### config.mk
export PLATFORM = sky130hd
export DESIGN_NAME = instr_decode_stage
export DESIGN_NICKNAME = d
export VERILOG_FILES = /design/src/rtl/instr_decode_stage.sv
export SDC_FILE = /design/constraint.sdc
export NUM_CORES = 1
export LEC_CHECK = 0
export BUFFER_PORTS_ARGS = -buffer_cell sky130_fd_sc_hd__buf_2
export CELL_PAD_IN_SITES_DETAIL_PLACEMENT = 1
export CELL_PAD_IN_SITES_GLOBAL_PLACEMENT = 2
export CORE_MARGIN = 3
export CORE_UTILIZATION = 27
export DETAILED_ROUTE_END_ITERATION = 8
export PLACE_DENSITY_LB_ADDON = 0.1
export RECOVER_POWER = 25
export SYNTH_ARGS = -nofsm -noshare
export SYNTH_HDL_FRONTEND = slang
export SYNTH_SLANG_ARGS = --single-unit
### constraint.sdc
create_clock -name clk -period 2.1 [get_ports clk]
set_input_delay 0.315 -clock clk [delete_from_list [all_inputs] [get_ports clk]]
set_output_delay 0.315 -clock clk [all_outputs]
set_load 0.1 [all_outputs]
### src/rtl/instr_decode_stage.sv
// rtl/instr_decode_stage.sv - ID stage: decode, load-use stall, jump/branch-on-zero resolve, halt
module instr_decode_stage (
    input  logic        clk,
    input  logic        reset,
    input  logic [19:0] ins,
    input  logic        zero_flag,
    output logic        stall,
    output logic        stall_pm,
    output logic        pc_mux_sel,
    output logic [7:0]  jmp_loc,
    output logic        ex_valid,
    output logic [4:0]  ex_opcode,
    output logic [4:0]  ex_dest,
    output logic [4:0]  ex_src1,
    output logic [4:0]  ex_src2,
    output logic [7:0]  ex_imm,
    output logic        ex_reg_write,
    output logic        ex_mem_read,
    output logic        ex_mem_write,
    output logic        halted,
    output logic        illegal
);

    typedef enum logic [1:0] {S_RUN, S_STALL, S_FLUSH, S_HALT} state_t;

    state_t      state_q, state_d;
    logic        ex_valid_q, ex_valid_d;
    logic [4:0]  ex_opcode_q, ex_opcode_d;
    logic [4:0]  ex_dest_q, ex_dest_d;
    logic [4:0]  ex_src1_q, ex_src1_d;
    logic [4:0]  ex_src2_q, ex_src2_d;
    logic [7:0]  ex_imm_q, ex_imm_d;
    logic        ex_reg_write_q, ex_reg_write_d;
    logic        ex_mem_read_q, ex_mem_read_d;
    logic        ex_mem_write_q, ex_mem_write_d;
    logic        halted_q, halted_d;
    logic        illegal_q, illegal_d;

    logic [4:0]  opcode, dest, src1, src2;
    logic        is_nop, is_rr, is_ri, is_ld, is_st, is_jmp, is_bz, is_halt, is_illegal;
    logic        rd_src1, rd_src2, hazard;
    logic        stall_c, pc_mux_c;

    assign opcode = ins[19:15];
    assign dest   = ins[14:10];
    assign src1   = ins[9:5];
    assign src2   = ins[4:0];

    always_comb begin
        is_nop     = (opcode == 5'b00000);
        is_rr      = (opcode >= 5'b00001) && (opcode <= 5'b01111);
        is_ri      = (opcode >= 5'b10000) && (opcode <= 5'b10011);
        is_ld      = (opcode == 5'b10100);
        is_st      = (opcode == 5'b10101);
        is_jmp     = (opcode == 5'b11000);
        is_bz      = (opcode == 5'b11001);
        is_halt    = (opcode == 5'b11111);
        is_illegal = !(is_nop || is_rr || is_ri || is_ld || is_st || is_jmp || is_bz || is_halt);
        rd_src1    = is_rr || is_ri || is_st;
        rd_src2    = is_rr;
        // r0 is hard-wired, so neither a r0 load nor a r0 read can create a dependency
        hazard     = ex_valid_q && ex_mem_read_q && (ex_dest_q != 5'd0) &&
                     ((rd_src1 && (src1 == ex_dest_q)) || (rd_src2 && (src2 == ex_dest_q)));
    end

    always_comb begin
        state_d        = state_q;
        ex_valid_d     = 1'b0;
        ex_opcode_d    = 5'd0;
        ex_dest_d      = 5'd0;
        ex_src1_d      = 5'd0;
        ex_src2_d      = 5'd0;
        ex_imm_d       = 8'd0;
        ex_reg_write_d = 1'b0;
        ex_mem_read_d  = 1'b0;
        ex_mem_write_d = 1'b0;
        illegal_d      = illegal_q;
        stall_c        = 1'b0;
        pc_mux_c       = 1'b0;
        case (state_q)
            S_HALT:  stall_c = 1'b1;
            S_FLUSH: state_d = S_RUN;
            default: begin
                state_d = S_RUN;
                if (is_illegal)
                    illegal_d = 1'b1;
                if (hazard) begin
                    stall_c = 1'b1;
                    state_d = S_STALL;
                end else if (is_jmp || (is_bz && zero_flag)) begin
                    pc_mux_c = 1'b1;
                    state_d  = S_FLUSH;
                end else if (is_halt) begin
                    state_d = S_HALT;
                end else if (is_rr || is_ri || is_ld || is_st) begin
                    ex_valid_d     = 1'b1;
                    ex_opcode_d    = opcode;
                    ex_dest_d      = dest;
                    ex_src1_d      = src1;
                    ex_src2_d      = src2;
                    ex_imm_d       = ins[7:0];
                    ex_reg_write_d = is_rr || is_ri || is_ld;
                    ex_mem_read_d  = is_ld;
                    ex_mem_write_d = is_st;
                end
            end
        endcase
        halted_d = (state_d == S_HALT);
    end

    always_ff @(posedge clk or posedge reset) begin
        if (reset) begin
            state_q        <= S_RUN;
            ex_valid_q     <= 1'b0;
            ex_opcode_q    <= 5'd0;
            ex_dest_q      <= 5'd0;
            ex_src1_q      <= 5'd0;
            ex_src2_q      <= 5'd0;
            ex_imm_q       <= 8'd0;
            ex_reg_write_q <= 1'b0;
            ex_mem_read_q  <= 1'b0;
            ex_mem_write_q <= 1'b0;
            halted_q       <= 1'b0;
            illegal_q      <= 1'b0;
        end else begin
            state_q        <= state_d;
            ex_valid_q     <= ex_valid_d;
            ex_opcode_q    <= ex_opcode_d;
            ex_dest_q      <= ex_dest_d;
            ex_src1_q      <= ex_src1_d;
            ex_src2_q      <= ex_src2_d;
            ex_imm_q       <= ex_imm_d;
            ex_reg_write_q <= ex_reg_write_d;
            ex_mem_read_q  <= ex_mem_read_d;
            ex_mem_write_q <= ex_mem_write_d;
            halted_q       <= halted_d;
            illegal_q      <= illegal_d;
        end
    end

    assign stall        = stall_c && !reset;
    assign stall_pm     = stall_c && !reset;
    assign pc_mux_sel   = pc_mux_c && !reset;
    assign jmp_loc      = ins[7:0];
    assign ex_valid     = ex_valid_q;
    assign ex_opcode    = ex_opcode_q;
    assign ex_dest      = ex_dest_q;
    assign ex_src1      = ex_src1_q;
    assign ex_src2      = ex_src2_q;
    assign ex_imm       = ex_imm_q;
    assign ex_reg_write = ex_reg_write_q;
    assign ex_mem_read  = ex_mem_read_q;
    assign ex_mem_write = ex_mem_write_q;
    assign halted       = halted_q;
    assign illegal      = illegal_q;

endmodule
==> out/qor.csv <==
metric,value,unit
vias in the first global route,1235,
dpl hpwl,3.00,mm
RSZ-0062 raised after global routing,yes,
Synth Instances,121,
WHS,0.263,ns
setup violators final,2,
IO Pins,68,
die height,79.0,um
Seq pwr share,27.0,%
Post-Place Cell Area,1850,sq um
fill count,586,
# diodes,0,
Pre-Repair DR Iteration Count,4,
failing checks,"max-capacitance violations, max-slew violations, negative setup slack",
Comb pwr share,57.1,%
"top cells by area, synth","dfrtp_1 (49%), buf_4 (9.4%), nor3b_1 (6.8%)",
critical path data arrival time,1.97,ns
Routed WL,3.97,mm
syn nets,144,
run status,finished with violations,
final hold vios,0,
critical path type,reg -> out,
Peak Freq,437,MHz
Syn Area/Cell,11.9,sq um
CP endpoint kind,output pin,
Starting Density,29.1,%
FF-to-FF setup slack,0.02,ns
Slew Limit Headroom,-3.28,%
Pwr Total,2.79,mW
grt ovf,0,
share of cells above drive strength 1,64.6,%
Power Density,1360,nW/um^2
worst min path class,in -> reg,
cts bufs inserted,3,
area taken by multi-input logic gates,622,sq um
fin area,2050,sq um
Via density,4.37,
Switching Share,56.4,%
Die Area,6250,sq um
Synth top area share,48.7,%
critical path launch point type,register,
vias,1119,
Ys Warns,0,
Synth Cell Area,1440,sq um
CTS H-Tree Depth,1,
Seq cells post-synth,28,
CTS Root Buffer Type,clkbuf_8,
gr usage total,13.1,%
Pint,1.22,mW
final slew viol count,29,
leakage power,0.985,nW
"most common cell after layout, fill and taps aside",buf_2,
initial antenna violation count,0,
pre-CTS setup slack,-0.0768,ns
"Distinct cells, synth",35,
most frequent cells in the layout,"buf_2 (63), dfrtp_1 (21), buf_4 (15)",
DR iter-0 viols,30,
CTS Sinks,28,
first-pass GRT wire length,6.37,mm
Core Box Area,4940,sq um
GP Congestion,0.751,
Yosys top cell by area,dfrtp_1,
Max Cap Violations,1,
Worst-Skew Late Latency,0.29,ns
synthesis-to-finish area growth,42.1,%
clock power share,15.9,%
cts hold-fix bufs,0,
CTS tree,done,
Crit Path Max Fanout,4,
Rows,25,
post-route minimum period,2.29,ns
clock buffer depth,2,
Die W,79.0,um
Switch Pwr,1.57,mW
largest net degree at the start of global routing,29,
clock slew at reported path FFs,0.11,ns
Final nets,213,
register area,722,sq um
crit share post-route,109,%
WP data required,1.78,ns
"Seq/Total Area, Yosys",48.7,%
Post-route DRC,0,
Util after Layout,41.4,%
Port Buf Inserts,67,
Antenna Nets Post-Route,0,
Peak VDD IR,0.000561,V
Slew @ Worst Pin,1.55,ns
Clock Skew,0.00705,ns
drt wl/cell,15.5,um
setup slack after layout,-0.189,ns
-- layer usage --
metal  vias to the layer above  global-route usage [%]  part of all wire [%]
met3                         5                    2.38                   5.9
met2                        40                    22.0                    49
li1                        534                       -                     -
met5                         -                       0                     0
met4                         0                    4.64                   1.3
met1                       540                    16.7                    43
-- final timing paths --
check,cells past startpoint,startpoint,to
worst max-delay path,6,ex_dest[4]$_DFF_PP0_,stall
worst min-delay path,2,ins[11],ex_dest[1]$_DFF_PP0_
worst min register to register,1,illegal$_DFFE_PP0P_,illegal$_DFFE_PP0P_
min in group asynchronous,3,reset,ex_valid$_DFF_PP0_
worst max register to register,11,ex_dest[1]$_DFF_PP0_,state_q[0]$_DFF_PP0_
max in group asynchronous,3,reset,ex_dest[3]$_DFF_PP0_
-- power by group through the flow --
| stage | clock, mW | combinational (mW) | sequential [mW] |
|---|---|---|---|
| floorplan | 0 | 0.672 | 1.46 |
| finish | 0.444 | 1.59 | 0.754 |
| detailed placement | 0 | 1.56 | 0.764 |
| CTS | 0.452 | 1.58 | 0.754 |
| global placement | 0 | 1.55 | 0.757 |
| global route | 0.472 | 1.65 | 0.771 |
-- kinds of logic (layout without fill, tap and decap cells) --
group | Yosys count | count (layout) | share of synthesized area [%]
AND/OR/NAND/NOR | 43 | 43 | 21.5
buffers and inverters | 25 | 93 | 14.4
AO/OA/AOI/OAI | 14 | 14 | 8.69
flip-flops | 28 | 28 | 48.7
adder cells (fa/ha/maj) | 1 | 1 | 0.695
XOR/XNOR | 10 | 10 | 6.08
-- metrics by stage --
stage | TNS (ns) | std cells
after global routing | -0.727 | 256
after detailed placement | -0.153 | 244
after CTS | -0.553 | 255
after floorplan | -1.34 | 121
final | -0.377 | 256
after global placement | -0.109 | 244
-- flip-flops by register name (all words and copies together) (netlist names), 2 cells and up --
register,cells
ex_dest,5
ex_imm,7
ex_opcode,5
ex_src1,3
state_q,2
-- Yosys cell counts --
library cell   n
o31ai_1        1
or4_4          1
nor3_1         3
dfrtp_1       28
buf_4         18
nand4_1        1
a21o_1         1
nor4_1         1
maj3_1         1
or2b_1         1
nor2b_1        1
o2111ai_2      1
a211oi_1       1
nand3_1        3
and3_2         1
o21ai_0        2
buf_6          4
a21oi_1        2
o22ai_1        1
xnor2_1        6
o2111ai_1      1
inv_1          2
a31oi_4        1
a31o_2         1
nor3b_2        6
nor3b_1       13
and2_4         1
or4_1          1
xor2_1         4
and3_4         1
buf_12         1
nor2_1         7
o21a_4         1
nand2_1        2
o21a_1         1
-- worst max-delay path: stages (launching register included) --
cell     delay [ns]
dfrtp_4        0.52
xnor2_2        0.16
nand4_1        0.15
nor4_4         0.20
o21ai_2        0.13
o31ai_4        0.29
buf_12         0.22
-- what timing repair did --
action,CTS,global route
gates resized for setup,8,6
buffers inserted,7,2
endpoints found under the hold margin,0,0
pin swaps,3,1
setup endpoints to repair,2,5
-- final cells by class --
| type | count | area share [%] |
|---|---|---|
| Clock inverter | 1 | 1.47 |
| Multi-Input combinational cell | 68 | 30.4 |
| Tap cell | 67 | 4.10 |
| Inverter | 2 | 0.367 |
| Timing Repair Buffer | 87 | 26.4 |
| Sequential cell | 28 | 35.3 |
| Clock buffer | 3 | 2.02 |
No activity file was read; power rests on OpenSTA's default activity.
